**src/rtl/csr_row_scatter.sv**
```systemverilog
// Sparse (column, value) row stream to dense ROW_W-bit row scatter with valid/ready on both sides.
// Optional duplicate-column detection is compiled in with `define CSR_DUP_CHECK_EN.
module csr_row_scatter #(
    parameter int ELEM_W = 32,
    parameter int N_ELEM = 16
) (
    input  logic                          clk_i,
    input  logic                          rst_i,
    input  logic                          elem_valid_i,
    output logic                          elem_ready_o,
    input  logic [$clog2(N_ELEM)-1:0]     elem_col_i,
    input  logic [ELEM_W-1:0]             elem_val_i,
    input  logic                          elem_last_i,
    input  logic                          elem_null_i,
    output logic                          row_valid_o,
    input  logic                          row_ready_i,
    output logic [ELEM_W*N_ELEM-1:0]      row_data_o,
    output logic [$clog2(N_ELEM):0]       row_nnz_o,
    output logic                          dup_err_o
);

    localparam int COL_W = $clog2(N_ELEM);
    localparam int ROW_W = ELEM_W * N_ELEM;
    localparam logic [COL_W:0] NNZ_MAX = (COL_W + 1)'(N_ELEM);

    localparam logic [0:0] S_FILL = 1'b0;
    localparam logic [0:0] S_HOLD = 1'b1;

    logic [0:0]       state_q, state_d;
    logic [ROW_W-1:0] rowBuf_q, rowBuf_d;
    logic [COL_W:0]   nnz_q, nnz_d;
    logic             writeEn;
    logic             rowDone;

    assign writeEn = (state_q == S_FILL) && elem_valid_i && !elem_null_i;
    assign rowDone = (state_q == S_HOLD) && row_ready_i;

    // Column 0 lands in the most significant word, column N_ELEM-1 in the least.
    always_comb begin
        state_d  = state_q;
        rowBuf_d = rowBuf_q;
        nnz_d    = nnz_q;
        case (state_q)
            S_FILL: begin
                if (writeEn) begin
                    for (int i = 0; i < N_ELEM; i++) begin
                        if (elem_col_i == COL_W'(i)) begin
                            rowBuf_d[ROW_W-ELEM_W*(i+1) +: ELEM_W] = elem_val_i;
                        end
                    end
                    if (nnz_q != NNZ_MAX) begin
                        nnz_d = nnz_q + 1'b1;
                    end
                end
                if (elem_valid_i && elem_last_i) begin
                    state_d = S_HOLD;
                end
            end
            default: begin
                if (rowDone) begin
                    rowBuf_d = '0;
                    nnz_d    = '0;
                    state_d  = S_FILL;
                end
            end
        endcase
    end

    always_ff @(posedge clk_i or posedge rst_i) begin
        if (rst_i) begin
            state_q  <= S_FILL;
            rowBuf_q <= '0;
            nnz_q    <= '0;
        end else begin
            state_q  <= state_d;
            rowBuf_q <= rowBuf_d;
            nnz_q    <= nnz_d;
        end
    end

    assign elem_ready_o = (state_q == S_FILL);
    assign row_valid_o  = (state_q == S_HOLD);
    assign row_data_o   = rowBuf_q;
    assign row_nnz_o    = nnz_q;

`ifdef CSR_DUP_CHECK_EN
    logic [N_ELEM-1:0] colMask_q, colMask_d;
    logic              dupErr_q, dupErr_d;

    // The mask lives and dies with the row buffer; the error flag only clears on reset.
    always_comb begin
        colMask_d = colMask_q;
        dupErr_d  = dupErr_q;
        if (rowDone) begin
            colMask_d = '0;
        end else if (writeEn) begin
            if (colMask_q[elem_col_i]) begin
                dupErr_d = 1'b1;
            end
            colMask_d[elem_col_i] = 1'b1;
        end
    end

    always_ff @(posedge clk_i or posedge rst_i) begin
        if (rst_i) begin
            colMask_q <= '0;
            dupErr_q  <= 1'b0;
        end else begin
            colMask_q <= colMask_d;
            dupErr_q  <= dupErr_d;
        end
    end

    assign dup_err_o = dupErr_q;
`else
    assign dup_err_o = 1'b0;
`endif

endmodule

```
**config.mk**
```make
export PLATFORM = sky130hd
export DESIGN_NAME = csr_row_scatter
export DESIGN_NICKNAME = d
export VERILOG_FILES = /design/src/rtl/csr_row_scatter.sv
export SDC_FILE = /design/constraint.sdc
export NUM_CORES = 1
export LEC_CHECK = 0
export ABC_CLOCK_PERIOD_IN_PS = 14700
export BUFFER_PORTS_ARGS = -buffer_cell sky130_fd_sc_hd__clkbuf_2
export CELL_PAD_IN_SITES_DETAIL_PLACEMENT = 1
export CELL_PAD_IN_SITES_GLOBAL_PLACEMENT = 1
export CORE_ASPECT_RATIO = 0.8
export CORE_MARGIN = 3
export CORE_UTILIZATION = 39
export CTS_CLUSTER_DIAMETER = 50
export DETAILED_ROUTE_END_ITERATION = 8
export GPL_ROUTABILITY_DRIVEN = 0
export PLACE_DENSITY_LB_ADDON = 0.05
export SETUP_SLACK_MARGIN = 0.15
export SYNTH_ARGS = -nofsm -noshare
export SYNTH_HDL_FRONTEND = slang
export SYNTH_SLANG_ARGS = --single-unit
```
**constraint.sdc**
```tcl
create_clock -name clk_i -period 14.7 [get_ports clk_i]
set_input_delay 1.47 -clock clk_i [delete_from_list [all_inputs] [get_ports clk_i]]
set_output_delay 1.47 -clock clk_i [all_outputs]
set_load 0.005 [all_outputs]
```
==> results of run 1 <==
## power groups by stage
stage               logic (mW)  clock network, mW  registers [mW]
CTS                       1.56               1.42            2.29
detailed placement        1.55                  0            2.31
finish                    1.52               1.37            2.28
floorplan                0.620                  0            2.31
global placement          1.53                  0            2.28
global route              1.64               1.49            2.36
## cells in the final DEF, fill, tap and decap left out, types with 2 or more instances in the layout
cell type,synthesis,final
ha_1,2,2
clkbuf_1,38,13
mux2_1,40,40
nand4b_1,4,4
a22o_1,2,2
clkbuf_8,0,12
nor2b_2,20,23
and3_1,3,3
buf_4,5,31
clkinv_2,0,9
or4b_1,4,4
nand3_1,6,6
bufinv_16,0,2
a22oi_2,2,2
a22oi_4,13,13
nor2b_1,12,9
mux2_2,472,472
clkbuf_2,1,560
dfrtp_1,518,517
nor2_1,2,2
nand4bb_1,6,6
clkbuf_16,0,57
clkinvlp_4,0,5
or4_1,2,2
inv_1,4,3
## per-stage QoR
stage	cells	area (um^2)
2_1_floorplan	1220	20300
3_3_place_gp	2401	23600
3_5_place_dp	2401	23600
4_1_cts	2500	25400
5_1_grt	2500	25400
6_report	2501	25400
## state kept, by name, summed over array words and instances (netlist names)
| register | flops |
|---|---|
| row_nnz_o | 5 |
| row_valid_o | 1 |
| row_data_o | 512 |
## worst register-to-register path, stage by stage (launching register included)
cell     delay (ps)
dfrtp_2         340
buf_4           600
inv_1           330
buf_4           360
a22oi_2         760
buf_4           470
mux2_2          420
## worst min path at each step
stage | start | end | slack [ps] | cells after the start
final | row_data_o[449]$_DFFE_PP0P_ | row_data_o[449]$_DFFE_PP0P_ | 480 | 1
after global routing | row_data_o[450]$_DFFE_PP0P_ | row_data_o[450]$_DFFE_PP0P_ | 500 | 1
after CTS | row_data_o[449]$_DFFE_PP0P_ | row_data_o[449]$_DFFE_PP0P_ | 490 | 1
after detailed placement | row_data_o[483]$_DFFE_PP0P_ | row_data_o[483]$_DFFE_PP0P_ | 470 | 1
after global placement | row_data_o[67]$_DFFE_PP0P_ | row_data_o[67]$_DFFE_PP0P_ | 470 | 1
after floorplan | row_data_o[100]$_DFFE_PP0P_ | row_data_o[100]$_DFFE_PP0P_ | 480 | 1
## cells by family after synthesis
logic type / count (synthesis) / synth area share, %
fa+ha+maj: 2 / 0.123
other cells: 1 / 0.0184
mux: 512 / 28.3
compound gates: 24 / 1.85
simple gates: 64 / 2.47
buf+inv: 99 / 3.46
flops: 518 / 63.7
## cell type report
| class | count | area [um^2] |
|---|---|---|
| inverter | 4 | 18.8 |
| sequential | 518 | 13000 |
| tap | 684 | 856 |
| multi-input combinational | 603 | 6690 |
| clock inverter | 17 | 155 |
| timing repair buffer | 592 | 3060 |
| clock buffer | 82 | 1640 |
| antenna | 1 | 2.50 |
| fill | 5151 | 25900 |
## per-layer routing
| metal | global-route usage [%] | up-vias |
|---|---|---|
| met5 | 0 | - |
| met3 | 6.68 | 89 |
| li1 | - | 5430 |
| met4 | 6.50 | 0 |
| met1 | 29.2 | 6759 |
| met2 | 39.5 | 362 |
==> results by group, run 1 <==
Power
  – Leak: 12.4 nW
  – Combinational share of power: 29.4%
  – Sw power: 1.60 mW
  – Flop pwr share: 44.0%
  – Switch share: 31.0%
  – Clock Power Share: 26.6%
  – Total Power: 5.18 mW
  – Pint: 3.57 mW
  – Peak VDD IR: 0.0915 mV
  – Cell Pwr Density: 204 nW/um^2

Synthesis
  – Most common cell in the netlist: dfrtp_1
  – Synth top cells by count: dfrtp_1, mux2_2, buf_6, mux2_1, clkbuf_1
  – Post-Syn Instances: 1220
  – Post-synth top area cell: dfrtp_1
  – Post-Syn Area: 20300 um^2
  – Yosys reg bits: 518
  – Sequential element share of the synthesized area: 63.7%
  – Yosys cell types: 36
  – Post-synth EDFFs: 0
  – Share of the synthesized area in the top cell type: 63.7%
  – Fraction of registers with async set/reset: 100%
  – Mapped Nets: 1264
  – Ranking of synthesized cells by area: dfrtp_1, mux2_2, buf_6
  – Mapped Avg Cell Area: 16.7 um^2
  – Ys Warns: 0
  – Dominant synthesized flop cell: dfrtp_1

Setup path
  – Worst Path Arrival: 4940 ps
  – Worst Path Buf+Inv: 6
  – Register-to-register path setup slack: 11310 ps
  – Reg2reg path depth: 6
  – Reg-to-Reg Start: row_valid_o$_DFF_PP0_
  – Crit path largest cell delay: 930 ps
  – Worst EP required: 15260 ps
  – CP delay by family, top: buffers and inverters
  – Slowest-stage cell, CP: buf_4
  – WS Path Type: input port to async pin
  – Logic depth of the worst path, buffers included: 6
  – Cell mode on critical path: buf_4
  – Setup crit start kind: input port
  – Reg2reg end: row_data_o[155]$_DFFE_PP0P_
  – Crit path capture: row_data_o[144]$_DFFE_PP0P_
  – Crit Path Max Fanout: 84
  – CP endpoint kind: async pin
  – CP Cell Sequence: clkbuf_2 -> clkinvlp_4 -> buf_4 -> buf_4 -> buf_4 -> buf_4
  – Critical Path Start: rst_i

Drt
  – Routed len/inst: 25.9 um
  – Met1 wire length: 26200 um
  – Final wirelength: 64700 um
  – Post-route ant nets: 0
  – Drt pass-1 iters: 4
  – DR vias: 12600
  – Iter 0 DRT Violations: 591
  – Vias per cell: 5.05
  – Met2 wire len: 32200 um
  – Met3 WL post-DR: 4760 um
  – Top routing layer in use: met4
  – Drt drc: 0

CTS
  – CTS buffer count: 55
  – Hold_buf cts: 0
  – Root Driver: clkbuf_16
  – Post-CTS Setup Bufs: 0
  – Clock slew at reported path FFs: 60 ps
  – TritonCTS Sinks: 518
  – # H-tree levels: 2
  – Clock buffer depth: 3
  – Clk_lat worst skew: 580 ps
  – Post_cts resized: 0
  – TritonCTS clock tree: done

Global routing
  – Largest net degree at the start of global routing: 168
  – GRT Total Usage: 23.3%
  – Antenna violations before repair: 1
  – Grt total ovfl: 0
  – First-pass GRT wire length: 94000 um
  – Vias in the first global route: 13200

Final layout
  – Layout cell share with drive strength beyond 1: 65.6%
  – Layout Nets: 1818
  – Area Overhead vs Synth: 24.8%
  – Core Util, Final: 49.5%

Die
  – Initial Util: 39.7%
  – Core area: 51300 um^2
  – Die height: 210 um
  – Full die area: 54900 um^2
  – I/O pin cnt: 562
  – FP Rows: 74
  – Die W: 261 um

Timing
  – Final min period: 4370 ps
  – RSZ-0062 raised after global routing: no
  – Fin worst setup slack: 10330 ps
  – Worst slew pin tran: 1290 ps
  – Setup_tns: 0 ps
  – Fmax: 229 MHz
  – Hold_ws: 482 ps
  – Slew Limit Fails: 0
  – Relative slew slack: 14.0%
  – Final number of hold-violating endpoints: 0
  – Setup violators final: 0
  – Tcrit/Tclk final: 29.7%
  – Clk_skew: 13.4 ps

Placed design
  – Pre-CTS setup slack: 9530 ps
  – DP HPWL: 45300 um
  – Port Buffers: 560

Job
  – Max-Cap Viols: 0

Outcome
  – Outcome: finished clean

Hold path
  – HP Class: register to register
Note: power is estimated with default switching activity, not from simulation.
==> inputs of run 2 (changes only) <==
--- a/config.mk
+++ b/config.mk
@@ -5,7 +5,8 @@
 export SDC_FILE = /design/constraint.sdc
 export NUM_CORES = 1
 export LEC_CHECK = 0
-export ABC_CLOCK_PERIOD_IN_PS = 14700
+export ABC_AREA = 1
+export ABC_CLOCK_PERIOD_IN_PS = 4400
 export BUFFER_PORTS_ARGS = -buffer_cell sky130_fd_sc_hd__clkbuf_2
 export CELL_PAD_IN_SITES_DETAIL_PLACEMENT = 1
 export CELL_PAD_IN_SITES_GLOBAL_PLACEMENT = 1
==> constraint.sdc (replaced) <==
create_clock -name clk_i -period 4.4 [get_ports clk_i]
set_input_delay 0.44 -clock clk_i [delete_from_list [all_inputs] [get_ports clk_i]]
set_output_delay 0.44 -clock clk_i [all_outputs]
set_load 0.005 [all_outputs]
==> results by group, run 2 <==
Power
  – Cell Pwr Density: 647 nW/um^2
  – Peak VDD IR: 0.303 mV
  – Leak: 14.9 nW
  – Total Power: 16.9 mW

Global routing
  – Vias in the first global route: 19200
  – First-pass GRT wire length: 127000 um
  – GRT Total Usage: 29.6%
  – Grt total ovfl: 0
  – Largest net degree at the start of global routing: 169
  – Antenna violations before repair: 2

Setup path
  – CP Cell Sequence: inv_2 -> nand3_1 -> nand2_4 -> nand2_2 -> o21ai_0
  – CP delay by family, top: simple AND/OR/NAND/NOR gates
  – Logic depth of the worst path, buffers included: 5
  – Slowest-stage cell, CP: nand2_2
  – Crit path largest cell delay: 750 ps
  – Crit Path Max Fanout: 64
  – CP endpoint kind: register
  – Setup crit start kind: register
  – Reg2reg path depth: 5
  – Register-to-register path setup slack: 1490 ps
  – WS Path Type: register to register
  – Worst Path Buf+Inv: 1
  – Worst Path Arrival: 3390 ps
  – Worst EP required: 4880 ps

Synthesis
  – Post-synth top area cell: dfrtp_1
  – Ys Warns: 0
  – Share of the synthesized area in the top cell type: 61.7%
  – Sequential element share of the synthesized area: 61.7%
  – Fraction of registers with async set/reset: 100%
  – Post-Syn Instances: 2379
  – Yosys cell types: 21
  – Post-Syn Area: 21000 um^2
  – Dominant synthesized flop cell: dfrtp_1
  – Post-synth EDFFs: 0
  – Synth top cells by count: nand2_1, dfrtp_1, nand3_1, buf_2, o21ai_0
  – Ranking of synthesized cells by area: dfrtp_1, nand2_1, nand3_1
  – Mapped Avg Cell Area: 8.83 um^2
  – Yosys reg bits: 518
  – Most common cell in the netlist: nand2_1
  – Mapped Nets: 2423

Final layout
  – Commonest non-fill, non-tap cells in the layout: nand2_1, clkbuf_2, dfrtp_1, nand3_1, clkbuf_16
  – Layout cell share with drive strength beyond 1: 26.0%
  – Design Area, Final: 26100 um^2
  – Core Util, Final: 49.3%
  – Most frequent standard cell in the layout excluding fill and tap cells: nand2_1
  – Area Overhead vs Synth: 24.0%
  – Layout Nets: 2889
  – Max reg flops: 512

Drt
  – Drt pass-1 iters: 5
  – Final wirelength: 85500 um
  – Post-route ant nets: 0
  – Routed len/inst: 23.8 um
  – DR vias: 18800
  – Vias per cell: 5.24
  – Drt drc: 0
  – Iter 0 DRT Violations: 1314

CTS
  – Clock slew at reported path FFs: 60 ps
  – # H-tree levels: 2
  – Clock buffer depth: 3
  – Clk_lat worst skew: 610 ps
  – TritonCTS clock tree: done
  – Root Driver: clkbuf_16
  – CTS buffer count: 56
  – TritonCTS Sinks: 518
  – Post_cts resized: 0

Placed design
  – Pre-CTS setup slack: 1510 ps
  – DP HPWL: 57600 um
  – Port Buffers: 560
  – Placed instance area: 24100 um^2

Timing
  – Fin worst setup slack: 1490 ps
  – Final min period: 2910 ps
  – Setup violators final: 0
  – RSZ-0062 raised after global routing: no
  – Worst slew pin tran: 1230 ps
  – Tcrit/Tclk final: 66.0%
  – Slew Limit Fails: 0
  – Hold_ws: 75.7 ps
  – Final number of hold-violating endpoints: 0
  – Relative slew slack: 17.6%
  – Clk_skew: 16.0 ps
  – Fmax: 344 MHz

Die
  – Initial Util: 39.8%
  – Full die area: 56700 um^2
  – I/O pin cnt: 562
  – Die height: 214 um
  – Core area: 52800 um^2
  – FP Rows: 75
  – Die W: 266 um

Hold path
  – Cells on Worst Hold Path: 2
  – HP Class: input port to register

Job
  – Max-Cap Viols: 0

Outcome
  – Outcome: finished clean
run 2: changes by cell type in the layout (fill, tap and decap cells not counted), moves of 6 or more:
cell	previous run	this run
inv_2	0	33
nand2_2	0	11
o21ai_0	1	34
nand2_1	1	1067
mux2_1	40	0
nand4bb_1	6	0
nand3_1	6	488
buf_12	1	7
a22oi_4	13	0
nor2b_1	9	0
nor2b_2	23	0
mux2_2	472	0
inv_1	3	11
run 2: logic make-up (layout without fill, tap and decap cells):
logic type      count (synthesis)  count (layout)  share of synthesized area, %
buf+inv                       236             749                          5.54
flops                         518             518                          61.7
other cells                     1               2                        0.0178
fa+ha+maj                       2               2                         0.119
compound gates                 45              45                          1.34
simple gates                 1577            1577                          31.3
run 2: report_power, final:
part	total [mW]	switching (mW)	internal [mW]
logic	4.53	2.87	1.66
clock network	5.07	2.06	3.01
registers	7.28	1.01	6.26
run 2: path summary, 6_finish.rpt:
| kind | to | from |
|---|---|---|
| min | row_valid_o$_DFF_PP0_ | row_ready_i |
| max reg2reg | row_data_o[492]$_DFFE_PP0P_ | row_valid_o$_DFF_PP0_ |
| min in group asynchronous | row_data_o[0]$_DFFE_PP0P_ | rst_i |
| max | row_data_o[492]$_DFFE_PP0P_ | row_valid_o$_DFF_PP0_ |
| min reg2reg | row_data_o[292]$_DFFE_PP0P_ | row_data_o[292]$_DFFE_PP0P_ |
| max in group asynchronous | row_data_o[459]$_DFFE_PP0P_ | rst_i |
run 2: timing repair:
action	in CTS	in global routing
buffers inserted	0	0
hold buffers	1	0
hold endpoints to repair	22	0
run 2: cell type report:
type,instances,area (um^2)
flip-flops and latches,518,13000
well taps,693,867
clock buffers,79,1640
diodes,1,2.50
fillers,6320,26800
repair buffers,599,3190
clock inverters,26,334
multi-input cells,1625,6900
inverters,45,173
run 2: layer usage:
layer  GRT usage, %  share of wire (%)  vias up
li1               -                  -     8476
met3           7.86                7.3      139
met4           9.25                3.2        4
met2           49.5                 48      547
met5              0              0.032        -
met1           37.9                 41     9634
run 2: metrics by stage:
step	cells	setup TNS, ps
after floorplan	2379	-1593500
after global placement	3479	0
after detailed placement	3479	0
after CTS	3585	0
after global routing	3585	0
final	3586	0
==> inputs of run 3 (changes only) <==
--- a/config.mk
+++ b/config.mk
@@ -5,8 +5,8 @@
 export SDC_FILE = /design/constraint.sdc
 export NUM_CORES = 1
 export LEC_CHECK = 0
-export ABC_AREA = 1
-export ABC_CLOCK_PERIOD_IN_PS = 4400
+export ABC_AREA = 0
+export ABC_CLOCK_PERIOD_IN_PS = 2400
 export BUFFER_PORTS_ARGS = -buffer_cell sky130_fd_sc_hd__clkbuf_2
 export CELL_PAD_IN_SITES_DETAIL_PLACEMENT = 1
 export CELL_PAD_IN_SITES_GLOBAL_PLACEMENT = 1
==> constraint.sdc (replaced) <==
create_clock -name clk_i -period 2.4 [get_ports clk_i]
set_input_delay 0.24 -clock clk_i [delete_from_list [all_inputs] [get_ports clk_i]]
set_output_delay 0.24 -clock clk_i [all_outputs]
set_load 0.005 [all_outputs]
==> results by group, run 3 (synthesis gave the netlist of run 1 again) <==
Outcome
  – Outcome: finished clean

Drt
  – Drt drc: 0
  – Vias per cell: 4.99
  – Routed len/inst: 25.6 um
  – DR vias: 12700
  – Post-route ant nets: 0
  – Drt pass-1 iters: 4
  – Iter 0 DRT Violations: 587
  – Final wirelength: 64900 um

Timing
  – Relative slew slack: 8.58%
  – Final min period: 2160 ps
  – Tcrit/Tclk final: 90.2%
  – RSZ-0062 raised after global routing: no
  – Hold_ws: 258 ps
  – Fmax: 462 MHz
  – Final number of hold-violating endpoints: 0
  – Worst slew pin tran: 1370 ps
  – Setup violators final: 0
  – Clk_skew: 22.3 ps
  – Slew Limit Fails: 0

Power
  – Leak: 12.7 nW
  – Peak VDD IR: 0.567 mV
  – Cell Pwr Density: 1220 nW/um^2

Placed design
  – Placed instance area: 24200 um^2
  – Port Buffers: 560
  – DP HPWL: 46500 um
  – Placed cell count: 2437

Global routing
  – Largest net degree at the start of global routing: 104
  – Grt total ovfl: 0
  – Vias in the first global route: 13700
  – First-pass GRT wire length: 95100 um
  – Antenna violations before repair: 5
  – GRT Total Usage: 23.4%

Setup path
  – Setup crit start kind: register
  – Reg2reg end: row_data_o[138]$_DFFE_PP0P_
  – Register-to-register path setup slack: 240 ps
  – Reg-to-Reg Start: row_valid_o$_DFF_PP0_
  – Reg2reg path depth: 4
  – Crit path largest cell delay: 630 ps
  – WS Path Type: register to register
  – Slowest-stage cell, CP: or3b_4
  – CP delay by family, top: simple AND/OR/NAND/NOR gates
  – Worst Path Buf+Inv: 1
  – CP Cell Sequence: or3b_4 -> a22oi_2 -> buf_4 -> mux2_2
  – CP endpoint kind: register
  – Worst Path Arrival: 2620 ps
  – Crit Path Max Fanout: 22
  – Logic depth of the worst path, buffers included: 4
  – Worst EP required: 2860 ps

Final layout
  – Sequential standard cell area: 13000 um^2
  – Final Instance Count excl. Fillers: 2539
  – Layout Nets: 1855
  – Layout cell share with drive strength beyond 1: 65.9%
  – Area of the multi-input gates: 6680 um^2
  – Commonest non-fill, non-tap cells in the layout: clkbuf_2, dfrtp_1, mux2_2, clkbuf_16, mux2_1
  – Design Area, Final: 26000 um^2
  – Most frequent standard cell in the layout excluding fill and tap cells: clkbuf_2
  – Area Overhead vs Synth: 27.7%
  – Max reg flops: 512
  – Number of fill cells in the layout: 5130

Die
  – I/O pin cnt: 562
  – Die W: 261 um
  – Initial Util: 39.7%
  – FP Rows: 74
  – Core area: 51300 um^2
  – Die height: 210 um
  – Full die area: 54900 um^2

Job
  – Max-Cap Viols: 0

CTS
  – # H-tree levels: 2
  – TritonCTS clock tree: done
  – Clock buffer depth: 3
  – CTS buffer count: 53
  – Clock slew at reported path FFs: 60 ps
  – Root Driver: clkbuf_16
  – Post-CTS Setup Bufs: 0
  – TritonCTS Sinks: 518
  – Clk_lat worst skew: 600 ps

Hold path
  – HP Class: input port to async pin
## run 3: tightest hold or removal path: cells and delay by family
kind	cells	cell delay [ps]
buffers and inverters	3	980
## run 3: per-layer routing
metal / routed length [um] / GRT usage [%] / part of all wire (%)
met1: 26400 / 29.5 / 41
met2: 32200 / 39.5 / 50
met3: 4740 / 6.95 / 7.3
met4: 1510 / 6.08 / 2.3
met5: 33 / 0 / 0.051
## run 3: where the power goes
group          leakage [nW]  internal (mW)  switching, mW
sequential             6.46           12.1           1.94
clock                 0.870           4.91           3.41
combinational          5.33           4.99           4.39
## run 3: final cells by class
type                    instances  area share, %
flip-flops and latches        518           49.9
diodes                          1        0.00963
well taps                     684           3.29
clock buffers                  80           6.01
repair buffers                631           14.2
inverters                       4         0.0722
clock inverters                18          0.771
multi-input cells             603           25.7
## run 3: how the worst max path moves through the flow
stage,start,endpoint,slack [ps]
after floorplan,rst_i,row_data_o[0]$_DFFE_PP0P_,-4880
after global placement,row_valid_o$_DFF_PP0_,row_data_o[107]$_DFFE_PP0P_,240
after detailed placement,row_valid_o$_DFF_PP0_,row_data_o[109]$_DFFE_PP0P_,200
after CTS,row_valid_o$_DFF_PP0_,row_data_o[109]$_DFFE_PP0P_,190
after global routing,row_valid_o$_DFF_PP0_,row_data_o[144]$_DFFE_PP0P_,160
final,row_valid_o$_DFF_PP0_,row_data_o[138]$_DFFE_PP0P_,240
## run 3: timing repair
item	in CTS	in global routing
hold buffers	3	0
resized for setup	0	1
endpoints found under the hold margin	35	0
setup endpoints to repair	0	10
## run 3: stage by stage
stage	worst slack (ps)	total power [mW]	setup TNS, ps	utilization (%)
finish	235	31.7	0	50.6
global route	165	33.6	0	50.6
CTS	192	32.3	0	50.6
detailed placement	204	23.8	0	47.1
global placement	238	23.5	0	47.1
floorplan	-4880	18.0	-2525900	-
